===== src/rtl/timer_pkg.sv =====
// Shared types and register map for the memory-mapped machine timer.
package timer_pkg;

   typedef enum logic [1:0] {
      IDLE = 2'd0,
      BUSY = 2'd1,
      RESP = 2'd2
   } tmr_state_e;

   localparam logic [2:0] MTIME_LO    = 3'd0;
   localparam logic [2:0] MTIME_HI    = 3'd1;
   localparam logic [2:0] MTIMECMP_LO = 3'd2;
   localparam logic [2:0] MTIMECMP_HI = 3'd3;
   localparam logic [2:0] CTRL        = 3'd4;
   localparam int         CTRL_EN_BIT = 0;

   // Byte-lane merge of store data into an existing 32-bit word.
   function automatic logic [31:0] merge_bytes(input logic [31:0] old_v,
                                               input logic [31:0] new_v,
                                               input logic [3:0]  lanes);
      logic [31:0] res;
      res = old_v;
      for (int i = 0; i < 4; i++) begin
         if (lanes[i]) begin
            res[8*i +: 8] = new_v[8*i +: 8];
         end else begin
            res[8*i +: 8] = old_v[8*i +: 8];
         end
      end
      return res;
   endfunction

endpackage


===== src/rtl/mmio_timer_responder_if.sv =====
// Data-memory request bus between the core (master) and the timer (slave).
interface mmio_timer_responder_if;
   logic [31:0] addr;
   logic [31:0] wdata;
   logic [3:0]  mask;
   logic        cs;
   logic        rd_en;
   logic        wr_en;
   logic [31:0] rdata;
   logic        stall;

   modport master (output addr, wdata, mask, cs, rd_en, wr_en,
                   input  rdata, stall);
   modport slave  (input  addr, wdata, mask, cs, rd_en, wr_en,
                   output rdata, stall);
endinterface


===== src/rtl/timer_prescaler.sv =====
// Divides clk by PRESCALE to produce a one-cycle mtime tick while enabled.
module timer_prescaler #(
   parameter int PRESCALE = 1
) (
   input  logic clk,
   input  logic rst,
   input  logic en_i,
   input  logic clear_i,
   output logic tick_o
);

   localparam int            CW   = (PRESCALE > 1) ? $clog2(PRESCALE) : 1;
   localparam logic [CW-1:0] LAST = CW'(PRESCALE - 1);

   logic [CW-1:0] cnt_q;
   logic [CW-1:0] cnt_d;

   assign tick_o = en_i & (cnt_q == LAST);

   // Count is forced to zero while disabled or when software rewrites mtime.
   always_comb begin
      cnt_d = cnt_q;
      if (!en_i || clear_i || tick_o) begin
         cnt_d = '0;
      end else begin
         cnt_d = cnt_q + 1'b1;
      end
   end

   always_ff @(posedge clk or posedge rst) begin
      if (rst) begin
         cnt_q <= '0;
      end else begin
         cnt_q <= cnt_d;
      end
   end

endmodule


===== src/rtl/mmio_timer_responder.sv =====
// Machine-timer peripheral on the MW-stage data bus: mtime, mtimecmp, ctrl,
// a wait-stated IDLE/BUSY/RESP handshake, and a level timer interrupt.
module mmio_timer_responder
   import timer_pkg::*;
#(
   parameter logic [31:0] BASE_ADDR   = 32'h0000_4000,
   parameter int          WAIT_STATES = 1,
   parameter int          PRESCALE    = 1
) (
   input  logic                   clk,
   input  logic                   rst,
   mmio_timer_responder_if.slave  bus,
   output logic                   timer_intrpt
);

   localparam logic [3:0] WAIT_LOAD = 4'(WAIT_STATES);

   tmr_state_e  state_q, state_d;
   logic [3:0]  wcnt_q, wcnt_d;
   logic        hit_q, we_q, en_q, irq_q;
   logic [2:0]  idx_q;
   logic [31:0] wdata_q, rdata_q, rd_val_s;
   logic [3:0]  mask_q;
   logic [63:0] mtime_q, mtime_d, mtcmp_q, mtcmp_d;
   logic        en_d, irq_d;
   logic [31:0] rdata_d;
   logic        req_s, hit_s, stall_s, latch_s, commit_s;
   logic        wr_s, mtime_wr_s, tick_s;
   logic        unused_s;

   assign req_s    = ~bus.cs & (bus.rd_en | bus.wr_en);
   assign hit_s    = (bus.addr[31:5] == BASE_ADDR[31:5]);
   assign unused_s = ^bus.addr[1:0];

   // Handshake FSM: next state, wait counter and strobes.
   always_comb begin
      state_d  = state_q;
      wcnt_d   = wcnt_q;
      stall_s  = 1'b0;
      latch_s  = 1'b0;
      commit_s = 1'b0;
      case (state_q)
         IDLE: begin
            if (req_s) begin
               stall_s = 1'b1;
               latch_s = 1'b1;
               wcnt_d  = WAIT_LOAD;
               state_d = BUSY;
            end else begin
               state_d = IDLE;
            end
         end
         BUSY: begin
            stall_s = 1'b1;
            if (wcnt_q == 4'd0) begin
               commit_s = 1'b1;
               state_d  = RESP;
            end else begin
               wcnt_d = wcnt_q - 4'd1;
            end
         end
         RESP:    state_d = IDLE;
         default: state_d = IDLE;
      endcase
   end

   // Gate with rst so stall drops the moment reset is asserted.
   assign bus.stall    = stall_s & ~rst;
   assign bus.rdata    = rdata_q;
   assign timer_intrpt = irq_q;

   assign wr_s       = commit_s & we_q & hit_q;
   assign mtime_wr_s = wr_s & (|mask_q) & ((idx_q == MTIME_LO) | (idx_q == MTIME_HI));

   timer_prescaler #(.PRESCALE(PRESCALE)) u_prescaler (
      .clk     (clk),
      .rst     (rst),
      .en_i    (en_q),
      .clear_i (mtime_wr_s),
      .tick_o  (tick_s)
   );

   // Register read mux for the latched index.
   always_comb begin
      rd_val_s = 32'd0;
      if (hit_q) begin
         case (idx_q)
            MTIME_LO:    rd_val_s = mtime_q[31:0];
            MTIME_HI:    rd_val_s = mtime_q[63:32];
            MTIMECMP_LO: rd_val_s = mtcmp_q[31:0];
            MTIMECMP_HI: rd_val_s = mtcmp_q[63:32];
            CTRL:        rd_val_s = {31'd0, en_q};
            default:     rd_val_s = 32'd0;
         endcase
      end else begin
         rd_val_s = 32'd0;
      end
   end

   // Register file update; a software write to mtime overrides a same-cycle tick.
   always_comb begin
      mtime_d = mtime_q;
      mtcmp_d = mtcmp_q;
      en_d    = en_q;
      if (wr_s && idx_q == MTIME_LO) begin
         mtime_d = {mtime_q[63:32], merge_bytes(mtime_q[31:0], wdata_q, mask_q)};
      end else if (wr_s && idx_q == MTIME_HI) begin
         mtime_d = {merge_bytes(mtime_q[63:32], wdata_q, mask_q), mtime_q[31:0]};
      end else if (tick_s) begin
         mtime_d = mtime_q + 64'd1;
      end else begin
         mtime_d = mtime_q;
      end
      if (wr_s && idx_q == MTIMECMP_LO) begin
         mtcmp_d = {mtcmp_q[63:32], merge_bytes(mtcmp_q[31:0], wdata_q, mask_q)};
      end else if (wr_s && idx_q == MTIMECMP_HI) begin
         mtcmp_d = {merge_bytes(mtcmp_q[63:32], wdata_q, mask_q), mtcmp_q[31:0]};
      end else begin
         mtcmp_d = mtcmp_q;
      end
      if (wr_s && idx_q == CTRL && mask_q[0]) begin
         en_d = wdata_q[CTRL_EN_BIT];
      end else begin
         en_d = en_q;
      end
      irq_d   = en_q & (mtime_q >= mtcmp_q);
      rdata_d = (commit_s && !we_q) ? rd_val_s : rdata_q;
   end

   // State and register storage.
   always_ff @(posedge clk or posedge rst) begin
      if (rst) begin
         state_q <= IDLE;
         wcnt_q  <= 4'd0;
         hit_q   <= 1'b0;
         we_q    <= 1'b0;
         idx_q   <= 3'd0;
         wdata_q <= 32'd0;
         mask_q  <= 4'd0;
         mtime_q <= 64'd0;
         mtcmp_q <= 64'hFFFF_FFFF_FFFF_FFFF;
         en_q    <= 1'b0;
         irq_q   <= 1'b0;
         rdata_q <= 32'd0;
      end else begin
         state_q <= state_d;
         wcnt_q  <= wcnt_d;
         if (latch_s) begin
            hit_q   <= hit_s;
            we_q    <= bus.wr_en;
            idx_q   <= bus.addr[4:2];
            wdata_q <= bus.wdata;
            mask_q  <= bus.mask;
         end else begin
            hit_q   <= hit_q;
            we_q    <= we_q;
            idx_q   <= idx_q;
            wdata_q <= wdata_q;
            mask_q  <= mask_q;
         end
         mtime_q <= mtime_d;
         mtcmp_q <= mtcmp_d;
         en_q    <= en_d;
         irq_q   <= irq_d;
         rdata_q <= rdata_d;
      end
   end

endmodule


===== src/flat_wrapper.sv =====
// flat-port wrapper written by rule: the top's interface ports become plain ports
module mmio_timer_responder_flat import timer_pkg::*;
#(
   parameter logic [31:0] BASE_ADDR   = 32'h0000_4000,
   parameter int          WAIT_STATES = 1,
   parameter int          PRESCALE    = 1
)
  (clk, rst, timer_intrpt, bus_addr, bus_wdata, bus_mask, bus_cs, bus_rd_en, bus_wr_en, bus_rdata, bus_stall);
  mmio_timer_responder_if bus_i ();
  input  logic clk;
  input  logic rst;
  output logic timer_intrpt;
  input wire logic [$bits(bus_i.addr)-1:0] bus_addr;
  input wire logic [$bits(bus_i.wdata)-1:0] bus_wdata;
  input wire logic [$bits(bus_i.mask)-1:0] bus_mask;
  input wire logic [$bits(bus_i.cs)-1:0] bus_cs;
  input wire logic [$bits(bus_i.rd_en)-1:0] bus_rd_en;
  input wire logic [$bits(bus_i.wr_en)-1:0] bus_wr_en;
  output wire logic [$bits(bus_i.rdata)-1:0] bus_rdata;
  output wire logic [$bits(bus_i.stall)-1:0] bus_stall;
  assign bus_i.addr = bus_addr;
  assign bus_i.wdata = bus_wdata;
  assign bus_i.mask = bus_mask;
  assign bus_i.cs = bus_cs;
  assign bus_i.rd_en = bus_rd_en;
  assign bus_i.wr_en = bus_wr_en;
  assign bus_rdata = bus_i.rdata;
  assign bus_stall = bus_i.stall;
  mmio_timer_responder #(.BASE_ADDR(BASE_ADDR), .WAIT_STATES(WAIT_STATES), .PRESCALE(PRESCALE)) u_core (.clk(clk), .rst(rst), .bus(bus_i), .timer_intrpt(timer_intrpt));
endmodule

===== config.mk =====
export PLATFORM = sky130hd
export DESIGN_NAME = mmio_timer_responder_flat
export DESIGN_NICKNAME = d
export VERILOG_FILES = /design/src/rtl/timer_pkg.sv /design/src/rtl/mmio_timer_responder_if.sv /design/src/rtl/timer_prescaler.sv /design/src/rtl/mmio_timer_responder.sv /design/src/flat_wrapper.sv
export SDC_FILE = /design/constraint.sdc
export NUM_CORES = 1
export LEC_CHECK = 0
export BUFFER_PORTS_ARGS = -buffer_cell sky130_fd_sc_hd__buf_2
export CAP_MARGIN = 40
export CORE_ASPECT_RATIO = 1.4
export CORE_UTILIZATION = 30
export DETAILED_ROUTE_END_ITERATION = 12
export SETUP_SLACK_MARGIN = 0.3
export SLEW_MARGIN = 10
export SYNTH_ARGS = -nofsm -noshare
export SYNTH_HDL_FRONTEND = slang
export SYNTH_SLANG_ARGS = --single-unit

===== constraint.sdc =====
create_clock -name clk -period 12.15 [get_ports clk]
set_input_delay 2.43 -clock clk [delete_from_list [all_inputs] [get_ports clk]]
set_output_delay 2.43 -clock clk [all_outputs]
set_load 0.05 [all_outputs]

==> results.md <==
* R2R setup slack at 8.81 ns
* Top cell type's share of synthesized area at 29.93%
* Avg Vias per Cell at 5.565
* GP Congestion at 0.8870
* Number of synthesized flops with an enable pin at 0
* Maximum clock frequency at 0.1587 GHz
* Largest net degree at the start of global routing at 97
* Crit path kind: in -> out
* Mean Syn Cell Area at 9.725 um2
* CORE AREA at 40170 um2
* # diodes at 0
* R2R Path End: u_core.mtime_q[56]
* Synth Area in XOR/XNOR at 0.2153%
* Min-delay worst type: reg -> reg
* Period utilisation layout at 51.86%
* Num ports at 107
* YS warnings at 0
* Setup ws final at 5.849 ns
* Total GRT Usage at 18.90%
* Initial antenna violation count at 0
* Top cells by area, synth: dfrtp_1 (30%), dfstp_2 (14%), mux2_2 (10%)
* Async SR Flop Fraction at 100.0%
* Cells after synthesis at 1255
* Hold path cells at 2
* Multiplexer share of the synthesized area at 10.13%
* Combinational family with the most area after synthesis: compound AO/OA/AOI/OAI gates
* Critical path launch point type: primary input
* Setup crit end kind: output port
* Seq/Total Area, Yosys at 43.71%
* Via count at 10490
* Nets at 1474
* Status: complete, no violations
* Worst-margin pin slew at 0.9034 ns
* IO buf count at 104
* Drt wl/cell at 20.15 um
* Final number of setup-violating endpoints at 0
* Hold Fails Final Rpt at 0
* Num CTS Buffers at 22
* Adder-cell area share of the yosys netlist at 6.766%
* # rows at 87
* Place WS at 5.795 ns
* CP Data Required Time at 9.72 ns
* Final core utilization at 34.95%
* First-pass GRT wire length at 60170 um
* Simple logic cell fraction of the synthesized area at 16.08%
* CTS resizes at 0
* Cell taking the most area after synthesis: dfrtp_1
* Relative slew slack at 39.77%
* Final hold slack at 0.4709 ns
* Die ar. at 41510 um2
* Clock skew at 0.01197 ns
* FF+latch count, synth at 210
* Layout cell share with drive strength beyond 1 at 26.28%
* Vias in the first global route at 10660
* Power per Cell Area at 135.1 nW/um2
* Clock Sinks at 210
* Initial Util at 30.39%
* Compound-Gate Fraction of Synth Area at 18.66%
* DR pass1 iterations at 5
* DP HPWL at 27450 um
* CTS tree: done
* Clock latency on the worst-skew pair at 0.52 ns
* Setup bufs post-CTS at 0
* Root buf cell: clkbuf_16
* Grt ovf at 0
* Peak supply drop at 0.00007896 V
* Sequential Area at 5335 um2
* Fin crit period at 6.301 ns
* Reg2reg start: u_core.wcnt_q[0]
* Synth unique cells at 73
* Detailed-route DRC error count at 0
* Depth of the CTS H-tree at 1
* Setup TNS at 0 ns
* Slew Viols, Final at 0
* CP max FO at 45
* Synthesized cell area at 12210 um2
* Initial drt markers at 719
* Leakage power at 5.849 nW
* Hold endpoint: u_core.bus.rdata[22]
* Die W at 172.5 um
* Post-synth top flop: dfrtp_1
* Multi-input logic area at 6366 um2
* P&R area growth vs syn at 15.02%
* Routed Antenna Nets at 0
* Die H at 240.7 um
* Unrepaired setup endpoints after global routing: no
* Arr. time, crit path at 3.87 ns
* Syn_nets at 1394
* # hold bufs at CTS at 0
* CTS clk-pin slew, worst paths at 0.06 ns
* WL final at 37990 um
* Fillers at 4086
* Max cap viols at 0
* Worst-case reg-to-reg path depth at 8
* Clk buf depth at 3
* Hold wc startpoint: u_core.bus.rdata[22]
[state kept, by name, indices dropped and copies added (netlist names)]
| name | count |
|---|---|
| u_core.mtcmp_q | 64 |
| u_core.wdata_q | 32 |
| u_core.bus.rdata | 32 |
| u_core.en_q | 1 |
| u_core.mtime_q | 64 |
| u_core.wcnt_q | 4 |
| u_core.hit_q | 1 |
| u_core.timer_intrpt | 1 |
| u_core.mask_q | 4 |
| u_core.we_q | 1 |
| u_core.idx_q | 3 |
| u_core.state_q | 2 |
| u_core.u_prescaler.cnt_q | 1 |
[layer usage]
| layer | share of wire, % | global-route usage (%) |
|---|---|---|
| met1 | 38 | 21.03 |
| met2 | 52 | 34.38 |
| met3 | 5.0 | 2.525 |
| met4 | 5.1 | 10.35 |
| met5 | 0 | 0 |
[cells by family after synthesis]
group | count (synthesis)
AOI/OAI and AO/OA | 351
xor gates and xnor gates | 3
and+or+nand+nor | 374
other | 1
buffers and inverters | 140
muxes | 110
adders and majority gates | 66
DFF | 210
[critical path: stages]
cell and delay [ns]:
buf_2 0.10, nor4_2 0.23, buf_4 0.59, nor2_1 0.08
nor3_1 0.15, buf_2 0.29
[metrics by stage]
| step | std cells | total power, mW | cell area (um2) |
|---|---|---|---|
| after floorplan | 1255 | 1.075 | 12210 |
| after global placement | 1840 | 1.219 | 13270 |
| after detailed placement | 1845 | 1.228 | 13320 |
| after CTS | 1885 | 1.920 | 14040 |
| after global routing | 1885 | 1.981 | 14040 |
| final | 1885 | 1.897 | 14040 |
[area by class of cell]
cell class | instances | share of cell area, %
Clock buffer | 33 | 4.724
Inverter | 75 | 2.059
Clock inverter | 7 | 0.4278
Tap cell | 534 | 4.759
Sequential cell | 210 | 38.00
Multi-Input combinational cell | 905 | 45.35
Timing Repair Buffer | 121 | 4.679
[cells in the mapped netlist (all sizes together), types with 4 or more instances]
| cell | number |
|---|---|
| o21ai | 100 |
| a21oi | 88 |
| or2 | 5 |
| o22ai | 13 |
| a32oi | 6 |
| a21o | 8 |
| a211oi | 4 |
| and3 | 22 |
| a31oi | 10 |
| nor2 | 57 |
| or4 | 5 |
| a22oi | 9 |
| a2bb2oi | 6 |
| nand2 | 117 |
| nand4 | 37 |
| clkbuf | 55 |
| and2 | 7 |
| nor4 | 20 |
| a221oi | 34 |
| o211ai | 6 |
| inv | 75 |
| dfstp | 64 |
| dfrtp | 146 |
| mux2 | 108 |
| o22a | 7 |
| nor3 | 24 |
| buf | 10 |
| nand3 | 49 |
| ha | 66 |
| a22o | 34 |
| and4 | 14 |
[power by group]
part	total [mW]	internal [mW]	switching (mW)
Combinational	0.277	0.111	0.166
Sequential	0.934	0.778	0.156
Clock	0.686	0.398	0.288
[worst max-delay path by stage]
stage | from | to | cells past startpoint
floorplan | rst | u_core.bus.rdata[0] | 1
global placement | bus_cs | bus_stall | 6
detailed placement | bus_cs | bus_stall | 6
CTS | bus_cs | bus_stall | 6
global route | bus_cs | bus_stall | 6
finish | bus_cs | bus_stall | 6
[placed cells by master (no fill, tap or decap), drive strengths merged, types with 4 or more instances in the layout]
cell type / synthesis / final
dfstp: 64 / 64
buf: 10 / 120
a2bb2oi: 6 / 6
and2: 7 / 7
a32oi: 6 / 6
a22o: 34 / 34
a21o: 8 / 8
a22oi: 9 / 9
and4: 14 / 14
or4: 5 / 5
clkbuf: 55 / 33
a211oi: 4 / 4
nand2: 117 / 117
nor3: 24 / 24
o22a: 7 / 7
clkinv: 0 / 6
o211ai: 6 / 6
dfrtp: 146 / 146
nor4: 20 / 20
o22ai: 13 / 13
a21oi: 88 / 88
inv: 75 / 75
a221oi: 34 / 34
nand4: 37 / 37
mux2: 108 / 108
a31oi: 10 / 10
o21ai: 100 / 100
or2: 5 / 5
ha: 66 / 66
nor2: 57 / 57
nand3: 49 / 49
and3: 22 / 22
No activity file was read; power rests on OpenSTA's default activity.
